[src/rtl/dm_cache_pkg.sv]
// Shared types and geometry for the direct-mapped cache: set/line sizing,
// controller state encoding and the byte-lane write merge.
package cache_types;

    localparam int S_OFFSET = 5;
    localparam int S_INDEX  = 3;
    localparam int S_TAG    = 32 - S_OFFSET - S_INDEX;
    localparam int LINE_W   = 8 << S_OFFSET;

    typedef enum logic [1:0] {IDLE, COMPARE, WRITEBACK, ALLOCATE} cache_state_t;

    typedef logic [LINE_W-1:0] line_t;
    typedef logic [S_TAG-1:0]  tag_t;

    // Overlay the enabled byte lanes of one 32-bit word onto a line.
    function automatic line_t merge_word(input line_t line, input int unsigned word,
                                         input logic [31:0] wdata, input logic [3:0] be);
        line_t m;
        m = line;
        for (int b = 0; b < 4; b++) begin
            if (be[b]) m[32*word + 8*b +: 8] = wdata[8*b +: 8];
        end
        return m;
    endfunction

endpackage

[src/rtl/dm_cache_control.sv]
// Cache controller FSM: sequences tag compare, dirty-line writeback and line
// fill, and emits the strobes that update the arrays held in dm_cache.
module cache_control
    import cache_types::*;
(
    input  logic clk,
    input  logic rst,
    input  logic mem_read,
    input  logic mem_write,
    input  logic hit,
    input  logic dirty,
    input  logic req_write,
    input  logic pmem_resp,
    output logic load_req,
    output logic load_line,
    output logic set_dirty,
    output logic clr_dirty,
    output logic set_valid,
    output logic addr_sel,
    output logic pmem_read,
    output logic pmem_write,
    output logic mem_resp
);

    cache_state_t state, state_next;

    always_ff @(posedge clk or posedge rst) begin
        if (rst) state <= IDLE;
        else     state <= state_next;
    end

    always_comb begin
        state_next = state;
        load_req   = 1'b0;
        load_line  = 1'b0;
        set_dirty  = 1'b0;
        clr_dirty  = 1'b0;
        set_valid  = 1'b0;
        addr_sel   = 1'b0;
        pmem_read  = 1'b0;
        pmem_write = 1'b0;
        mem_resp   = 1'b0;
        unique case (state)
            IDLE: begin
                if (mem_read || mem_write) begin
                    load_req   = 1'b1;
                    state_next = COMPARE;
                end
            end
            COMPARE: begin
                if (hit) begin
                    mem_resp   = 1'b1;
                    set_dirty  = req_write;
                    state_next = IDLE;
                end else begin
                    state_next = dirty ? WRITEBACK : ALLOCATE;
                end
            end
            // addr_sel points pmem_address at the victim's tag, not the request's
            WRITEBACK: begin
                pmem_write = 1'b1;
                addr_sel   = 1'b1;
                if (pmem_resp) begin
                    clr_dirty  = 1'b1;
                    state_next = ALLOCATE;
                end
            end
            ALLOCATE: begin
                pmem_read = 1'b1;
                if (pmem_resp) begin
                    load_line  = 1'b1;
                    set_valid  = 1'b1;
                    state_next = COMPARE;
                end
            end
            default: state_next = IDLE;
        endcase
    end

endmodule

[src/rtl/dm_cache.sv]
// Direct-mapped write-back, write-allocate cache between the core's word port
// and 256-bit line memory. Holds the arrays, request latch, hit compare and merge.
module dm_cache #(
    parameter int S_OFFSET = cache_types::S_OFFSET,
    parameter int S_INDEX  = cache_types::S_INDEX,
    parameter int S_TAG    = cache_types::S_TAG
) (
    input  logic         clk,
    input  logic         rst,
    input  logic         mem_read,
    input  logic         mem_write,
    input  logic [31:0]  mem_address,
    input  logic [31:0]  mem_wdata,
    input  logic [3:0]   mem_byte_enable,
    output logic [31:0]  mem_rdata,
    output logic         mem_resp,
    output logic         pmem_read,
    output logic         pmem_write,
    output logic [31:0]  pmem_address,
    output logic [255:0] pmem_wdata,
    input  logic [255:0] pmem_rdata,
    input  logic         pmem_resp
);
    import cache_types::line_t;
    import cache_types::merge_word;

    localparam int SETS   = 1 << S_INDEX;
    localparam int WORD_W = S_OFFSET - 2;

    logic [S_TAG-1:0]   req_tag;
    logic [S_INDEX-1:0] req_idx;
    logic [WORD_W-1:0]  req_word;
    logic [31:0]        req_wdata;
    logic [3:0]         req_be;
    logic               req_write;

    logic [SETS-1:0]    valid;
    logic [SETS-1:0]    dirty;
    logic [S_TAG-1:0]   tags [SETS];
    line_t              data [SETS];

    logic load_req, load_line, set_dirty, clr_dirty, set_valid, addr_sel, hit;
    line_t              cur_line;
    logic [S_TAG-1:0]   cur_tag;
    logic               unused_addr_bits;

    assign unused_addr_bits = ^mem_address[1:0];
    assign cur_line = data[req_idx];
    assign cur_tag  = tags[req_idx];
    assign hit      = valid[req_idx] && (cur_tag == req_tag);

    cache_control u_ctrl (
        .clk        (clk),
        .rst        (rst),
        .mem_read   (mem_read),
        .mem_write  (mem_write),
        .hit        (hit),
        .dirty      (dirty[req_idx]),
        .req_write  (req_write),
        .pmem_resp  (pmem_resp),
        .load_req   (load_req),
        .load_line  (load_line),
        .set_dirty  (set_dirty),
        .clr_dirty  (clr_dirty),
        .set_valid  (set_valid),
        .addr_sel   (addr_sel),
        .pmem_read  (pmem_read),
        .pmem_write (pmem_write),
        .mem_resp   (mem_resp)
    );

    // Core inputs are captured once; the transaction runs on these copies.
    always_ff @(posedge clk or posedge rst) begin
        if (rst) begin
            req_tag   <= '0;
            req_idx   <= '0;
            req_word  <= '0;
            req_wdata <= '0;
            req_be    <= '0;
            req_write <= 1'b0;
        end else if (load_req) begin
            req_tag   <= mem_address[31 -: S_TAG];
            req_idx   <= mem_address[S_OFFSET +: S_INDEX];
            req_word  <= mem_address[2 +: WORD_W];
            req_wdata <= mem_wdata;
            req_be    <= mem_byte_enable;
            req_write <= mem_write;
        end
    end

    always_ff @(posedge clk or posedge rst) begin
        if (rst) begin
            valid <= '0;
            dirty <= '0;
        end else begin
            if (set_valid)              valid[req_idx] <= 1'b1;
            if (load_line || clr_dirty) dirty[req_idx] <= 1'b0;
            if (set_dirty)              dirty[req_idx] <= 1'b1;
        end
    end

    always_ff @(posedge clk) begin
        if (load_line) begin
            data[req_idx] <= pmem_rdata;
            tags[req_idx] <= req_tag;
        end else if (set_dirty) begin
            data[req_idx] <= merge_word(cur_line, 32'(req_word), req_wdata, req_be);
        end
    end

    assign mem_rdata    = (mem_resp && !req_write) ? cur_line[{req_word, 5'b0} +: 32] : '0;
    assign pmem_address = (pmem_read || pmem_write)
                        ? {(addr_sel ? cur_tag : req_tag), req_idx, {S_OFFSET{1'b0}}} : '0;
    assign pmem_wdata   = pmem_write ? cur_line : '0;

endmodule

[config.mk]
export PLATFORM = sky130hd
export DESIGN_NAME = dm_cache
export DESIGN_NICKNAME = d
export VERILOG_FILES = /design/src/rtl/dm_cache_pkg.sv /design/src/rtl/dm_cache_control.sv /design/src/rtl/dm_cache.sv
export SDC_FILE = /design/constraint.sdc
export NUM_CORES = 2
export LEC_CHECK = 0
export CAP_MARGIN = 20
export CORE_ASPECT_RATIO = 1.4
export CORE_MARGIN = 5
export CORE_UTILIZATION = 45
export CTS_CLUSTER_DIAMETER = 150
export DETAILED_ROUTE_END_ITERATION = 8
export PLACE_DENSITY = 0.63
export SETUP_SLACK_MARGIN = 0.05
export SLEW_MARGIN = 40
export SYNTH_ARGS = -nofsm -noshare
export SYNTH_HDL_FRONTEND = slang
export SYNTH_SLANG_ARGS = --single-unit
[constraint.sdc]
create_clock -name clk -period 15.25 [get_ports clk]
set_input_delay 2.2875 -clock clk [delete_from_list [all_inputs] [get_ports clk]]
set_output_delay 2.2875 -clock clk [all_outputs]
set_load 0.05 [all_outputs]
## Word-level counts from Yosys, hierarchy flattened

Memories as Yosys holds them, arrays and structs flattened.
Index checks and enable logic that the tools add are counted.

- Bits in registers: 85
- Bits in latches: 0
- Bits in writable memories: 2,240
- Bits in read-only memories: 0
- Input port bits: 329
- Memories kept: 2

Memory list:

| name | words | bits a word | rd ports | clocked after Yosys merged registers in | write ports | line | source |
|---|---|---|---|---|---|---|---|
| data | 8 | 256 | 1 | 0 | 1 | dm_cache.sv:40 | `line_t data [SETS];` |
| tags | 8 | 24 | 1 | 0 | 1 | dm_cache.sv:39 | `logic [S_TAG-1:0] tags [SETS];` |

- Add/subtract/negate cells: 7
- Multipliers: 0
- Divide/modulo/power cells: 0
- $lt $le $gt $ge: 2
- Equal/unequal tests: 7
- Shift-type cells: 9
- Mux-type cells: 51
- Bitwise logic cells: 5
- Reduce and logical (&&, ||, !) cells: 9

Operators by type and width:

| cell | count |
|---|---|
| two-way mux 256 bit | 14 |
| bitwise mux 256 bit | 4 |
| variable shift 8 x 34 -> 256 bit, first input constant | 4 |
| indexed part select 8 x 34 -> 256 bit | 4 |
| indexed part select 256 x 9 -> 32 bit | 1 |
| negator 9 -> 34 bit | 3 |
| two-way mux 32 bit | 2 |
| negator 8 -> 34 bit | 1 |
| == test 24 bit | 1 |
| two-way mux 24 bit | 1 |
| two-way mux 1 bit | 20 |
| adder 8 x 5 -> 9 bit, second input constant | 2 |
| two-way mux 8 bit | 2 |
| bitwise OR 8 bit | 2 |
| adder 8 x 4 -> 9 bit, second input constant | 1 |
| AND 8 bit | 1 |
| two-way mux 2 bit | 4 |
| inverter 8 bit | 1 |
| case mux 2 bit (4 select lines) | 1 |
| binary-select mux 1 bit (select 3 bit) | 2 |
| == test 2 bit, second input constant | 2 |
| < comparator 3 x 4 -> 1 bit, second input constant | 1 |
| inequality test 2 bit, second input constant | 2 |
| demux 1 bit (select 3 bit) | 1 |
| other kinds (9) | 13 |

## Logic depth before layout (Yosys ltp)

- Word-level depth: 20
- Mapped depth: 15

## By module

From an unflattened synthesis, not the netlist that was laid out.

- Cell total of the unflattened synthesis: 6,438
- Area, all modules: 97,374.6 µm²

By module, submodules not included:

| module | times used | cells each | area an instance (µm²) |
|---|---|---|---|
| dm_cache | 1 | 6,411 | 97,120.6 |
| cache_control | 1 | 27 | 254.0 |

## Worst setup path before layout

No wires, ideal clock.

- Path kind: reg2reg
- From: register req_idx[0]
- To: memory data[0][0] (netlist name) (enable)
- Arrival time: 15.157 ns
- Data required time: 14.291 ns
- Path slack: -0.866 ns
- Stages on the path, launching flop included: 12
- Buffers on the path: 3
- Cell sequence: dfrtp_1 > buf_6 > buf_6 > mux4_2 > mux2i_4 > xor2_1 > o2111ai_1 > or4_1 > nor4_1 > nand4_1 > clkbuf_1 > a21oi_1

- Cells in the longest elaborated chain, start to end: 9
- Elaborated cells between the ends (all ways): 11
- Those cells by class: 1 x eq/ne; 7 x mux; 1 x bitwise; 1 x reduce/logical; 1 x memory

RTL lines:

| what | line | source |
|---|---|---|
| from (decl) | dm_cache.sv:31 | `logic [S_INDEX-1:0] req_idx;` |
| from (signal assigned) | dm_cache.sv:83 | `req_idx <= mem_address[S_OFFSET +: S_INDEX];` |
| memory (8 x 24 bit) or binary-select mux 1 bit (select 3 bit) (tied branches) | -- |  |
| == test 24 bit or two-way mux 1 bit (tied branches) | dm_cache.sv:50 | `assign hit = valid[req_idx] && (cur_tag == req_tag);` |
| logical AND 1 bit | dm_cache.sv:50 |  |
| two-way mux 1 bit | dm_cache_control.sv:51 | `if (hit) begin` |
| two-way mux 1 bit | dm_cache_control.sv:43 | `unique case (state)` |
| two-way mux 1 bit | dm_cache.sv:106 | `end else if (set_dirty) begin` |
| two-way mux 1 bit | dm_cache.sv:103 | `if (load_line) begin` |
| two-way mux 1 bit (not written as such) | dm_cache.sv:107 | `data[req_idx] <= merge_word(cur_line, 32'(req_word), req_wdata, req_be);` |
| bitwise OR 1 bit (no source line) | -- |  |
| to (decl) | dm_cache.sv:40 |  |

Parallel ways exist; a longest one is shown, timed or not. The select of a mux whose other input is x is not followed.

## Worst setup path after layout

- From: register req_idx[1]
- To: output mem_rdata[16]

- Cells in the longest elaborated chain, start to end: 7
- Elaborated cells between the ends (all ways): 11
- Those cells by class: 1 x eq/ne; 1 x shift; 5 x mux; 2 x reduce/logical; 2 x memory

RTL lines:

| what | line | source |
|---|---|---|
| parallel branches: the longest is 6 deep, another holds memory (8 x 256 bit) | -- |  |
| two-way mux 32 bit (*) | dm_cache.sv:111 | `assign mem_rdata = (mem_resp && !req_write) ? cur_line[{req_word, 5'b0} +: 32] : '0;` |
| to (decl) | dm_cache.sv:15 | `output logic [31:0] mem_rdata,` |

Mark *: on every way between the ends. The select of a mux whose other input is x is not followed.

==> results.md <==
* Status: finished, final reports clean
* Synthesized area at 95800 µm²
* Worst-path cell chain: buf_4 -> buf_4 -> nor2b_2 -> buf_4 -> a22oi_2 -> a21boi_0 -> or4b_1 -> or4_1 -> or4b_4 -> or3_2 -> buf_4 -> a211oi_2 -> clkdlybuf4s50_1
* Postcts setup bufs at 0
* # DRC at 0
* Required time worst endpoint at 12.96 ns
* Tot GR Track Use at roughly a third
* RSZ-0062 raised after global routing: no
* Die width at roughly 400 µm
* Setup crit end kind: output pin
* Routed Antenna Nets at 0
* HP Class: flip-flop to flip-flop
* Synth warn at 0
* Hold EP: valid[6]$_DFFE_PP0P_
* Reg2Reg Capture Point: data[1][178]$_DFFE_PP_
* Hold Path Stages at 1
* Total chip power at 0.0236 W
* Final setup violation count at 0
* Number of global-route vias before repair at ~60000
* Cts-stage hold buffer count at 0
* PwrDens at 207 nW/µm²
* EDFF count, synth at 2240
* Post-CTS Resized at 0
* Slew @ Worst Pin at about 1.1 ns
* Die Span Y at between 500 and 600 µm
* Largest net degree at the start of global routing at 110
* Buf/Inv on CP at 5
* Total CTS buffers at 222
* Register area at 69400 µm²
* R2r worst-path depth at 16
* Pre-CTS worst setup slack at 5.58 ns
* Total wire length at 371000 µm
* Via total after detailed routing at roughly 65000
* Clk buf depth at 4
* Layout cells sized above 1 at 14.9%
* Crit path arrival time at 8.38 ns
* CP dominant cell by count: buf_4
* Worst path top cell family by delay: buffers and inverters
* Synth Instances at 6069
* R2r setup slk at 7.28 ns
* Peak VDD IR at about 170 µV
* Async SR Flop Fraction at 3.66%
* Rel. slew slack at 29.7%
* Sequential fraction of the synthesis area at 72.5%
* # nets final at 7044
* CTS tree: built
* H-tree depth at 4
* CP max stage cell: clkdlybuf4s50_1
* Clock period minus worst slack at approximately 11 ns
* Fmax at 93.8 MHz
* TritonRoute pass-1 iters at 6
* DRT iter0 DRCs at 11010
* Final worst slack at 4.59 ns
* Placement Rows at 200
* FF+latch count, synth at 2325
* CORE AREA at 212000 µm²
* Max Slew Vio Count at 0
* Clk_lat worst skew at approximately 0.90 ns
* Final period util at 69.9%
* CP max FO at 51
* Static Leak at 36.6 nW
* Clk root buf: clkbuf_16
* Placer congestion estimate at 0.922
* Clock sink total at 2325
* Port Buf Inserts at 644
* Post-DR vias/cell at 6.63
* Yosys cell types at about 70
* Most frequent cells in the layout: edfxtp_1, clkdlybuf4s50_1, a22oi_1, a21oi_1, nor2_1
* Syn Area/Cell at 15.8 µm²
* Initial core utilization at between 40% and 50%
* Die ar. at 222000 µm²
* Post-synth top flop: edfxtp_1
* GRT overflow at 0
* Crit path from: req_idx[1]$_DFFE_PP0P_
* Initial antenna violation count at 87
* Most common cell after layout, fill and taps aside: edfxtp_1
* Type of origin of the critical path: flip-flop
* Number of I/O pins at 652
* Setup TNS Final at 0 ns
* DPL Wire Length at 236000 µm
* Reg2reg start: req_idx[1]$_DFFE_PP0P_
* Hold Violations, Final at 0
* Multi-input logic area at 24900 µm²
* Fill cell count at 17067
* Clock Skews at 0.124 ns
* WL/cell at around 38 µm
* Wire length of the first global-routing pass at about 500000 µm
* Hold_sp: valid[6]$_DFFE_PP0P_
* Slowest Stage Delay on Critical Path at 1.00 ns
* Max-Cap Viols at 0
* CTS clk-pin slew, worst paths at 0.06 ns
* CP Class: flip-flop to output pin
* Layout area overhead at 18.9%
## power breakdown
group	switching (W)	leakage (nW)	internal, W
sequential	0.000481	21.2	0.00745
clock	0.00239	3.47	0.00308
combinational	0.00721	11.9	0.00297
## worst register-to-register path: stages, from the launching register on
cell and delay, ns:
dfrtp_4 0.73, buf_4 0.66, buf_4 0.73, nor2b_2 0.31, buf_4 0.37, a22oi_1 0.21, a21oi_1 0.27, o2111ai_1 0.12
or4_1 0.57, nor4_1 0.30, nand4_1 0.20, buf_4 0.28, a21oi_4 0.54, buf_4 0.72, buf_4 0.54, buf_12 0.30
buf_4 0.70
## Yosys cell counts, drive strengths merged (6+ instances only)
| cell type | number | share of area, % |
|---|---|---|
| edfxtp | 2240 | 70 |
| mux2 | 488 | 5.7 |
| a22oi | 432 | 3.4 |
| a21oi | 424 | 2.2 |
| nor2 | 394 | 1.6 |
| clkbuf | 304 | 1.2 |
| a221oi | 246 | 2.2 |
| nand2 | 245 | 0.96 |
| o21ai | 186 | 0.97 |
| buf | 154 | 0.77 |
| mux2i | 127 | 1.3 |
| mux4 | 91 | 2.1 |
| a22o | 85 | 0.78 |
| dfrtp | 85 | 2.2 |
| and2 | 76 | 0.50 |
| and3 | 67 | 0.44 |
| a211oi | 50 | 0.52 |
| and4 | 39 | 0.36 |
| nand3 | 37 | 0.19 |
| o22ai | 33 | 0.22 |
| inv | 31 | 0.12 |
| a221o | 30 | 0.31 |
| nor3 | 28 | 0.15 |
| nor2b | 20 | 0.13 |
| nand4 | 19 | 0.12 |
| a31oi | 14 | 0.091 |
| nand2b | 11 | 0.074 |
| or3 | 11 | 0.072 |
| ha | 10 | 0.13 |
| or2 | 10 | 0.065 |
| o22a | 9 | 0.082 |
| xor2 | 8 | 0.073 |
| a31o | 7 | 0.064 |
| o31ai | 6 | 0.047 |
## per-stage QoR
stage	hold WS, ns	instance area, µm²	instances	util [%]
2_1_floorplan	0.434	95800	6073	-
3_3_place_gp	0.445	106000	9280	50.0
3_5_place_dp	0.451	107000	9306	50.3
4_1_cts	0.466	114000	9701	53.6
5_1_grt	0.475	114000	9712	53.7
6_report	0.462	114000	9746	53.7
## sequential cells by signal, indices dropped and copies added, names as in the netlist
register	cells
req_wdata	32
req_write	1
req_be	4
req_tag	24
data	2048
req_word	3
valid	8
req_idx	3
u_ctrl.state	2
dirty	8
tags	192
## worst max path at each step
| stage | slack (ns) | end | cells past startpoint |
|---|---|---|---|
| 6_report | 4.59 | mem_rdata[16] | 13 |
| 5_1_grt | 4.56 | mem_rdata[16] | 13 |
| 4_1_cts | 4.64 | mem_rdata[16] | 13 |
| 3_5_place_dp | 5.58 | mem_rdata[16] | 13 |
| 3_3_place_gp | 5.55 | mem_rdata[16] | 13 |
| 2_1_floorplan | -0.87 | data[0][0]$_DFFE_PP_ | 11 |
## kinds of logic (layout without fill, tap and decap cells)
| group | count (synthesis) | count (layout) | share of synthesized area [%] |
|---|---|---|---|
| AO/OA/AOI/OAI | 1553 | 1553 | 11.2 |
| XOR/XNOR | 13 | 13 | 0.119 |
| adder cells (fa/ha/maj) | 10 | 10 | 0.131 |
| buffers and inverters | 489 | 1292 | 2.09 |
| flip-flops | 2325 | 2325 | 72.5 |
| multiplexers | 706 | 706 | 9.22 |
| other | 1 | 47 | 0.00392 |
| AND/OR/NAND/NOR | 972 | 972 | 4.76 |
## layer usage
metal	part of all wire (%)	track usage (%)
met5	0.11	0
met2	42	46.2
met4	5.2	13.6
met3	16	12.2
met1	37	44.8
## area by class of cell
class	count	share of cell area, %
clock buffers	280	5.19
well taps	2828	3.11
repair buffers	866	7.71
clock inverters	115	0.998
flip-flops and latches	2325	61.0
diodes	42	0.0923
inverters	31	0.120
multi-input cells	3259	21.8
(Power assumes the default switching activity.)
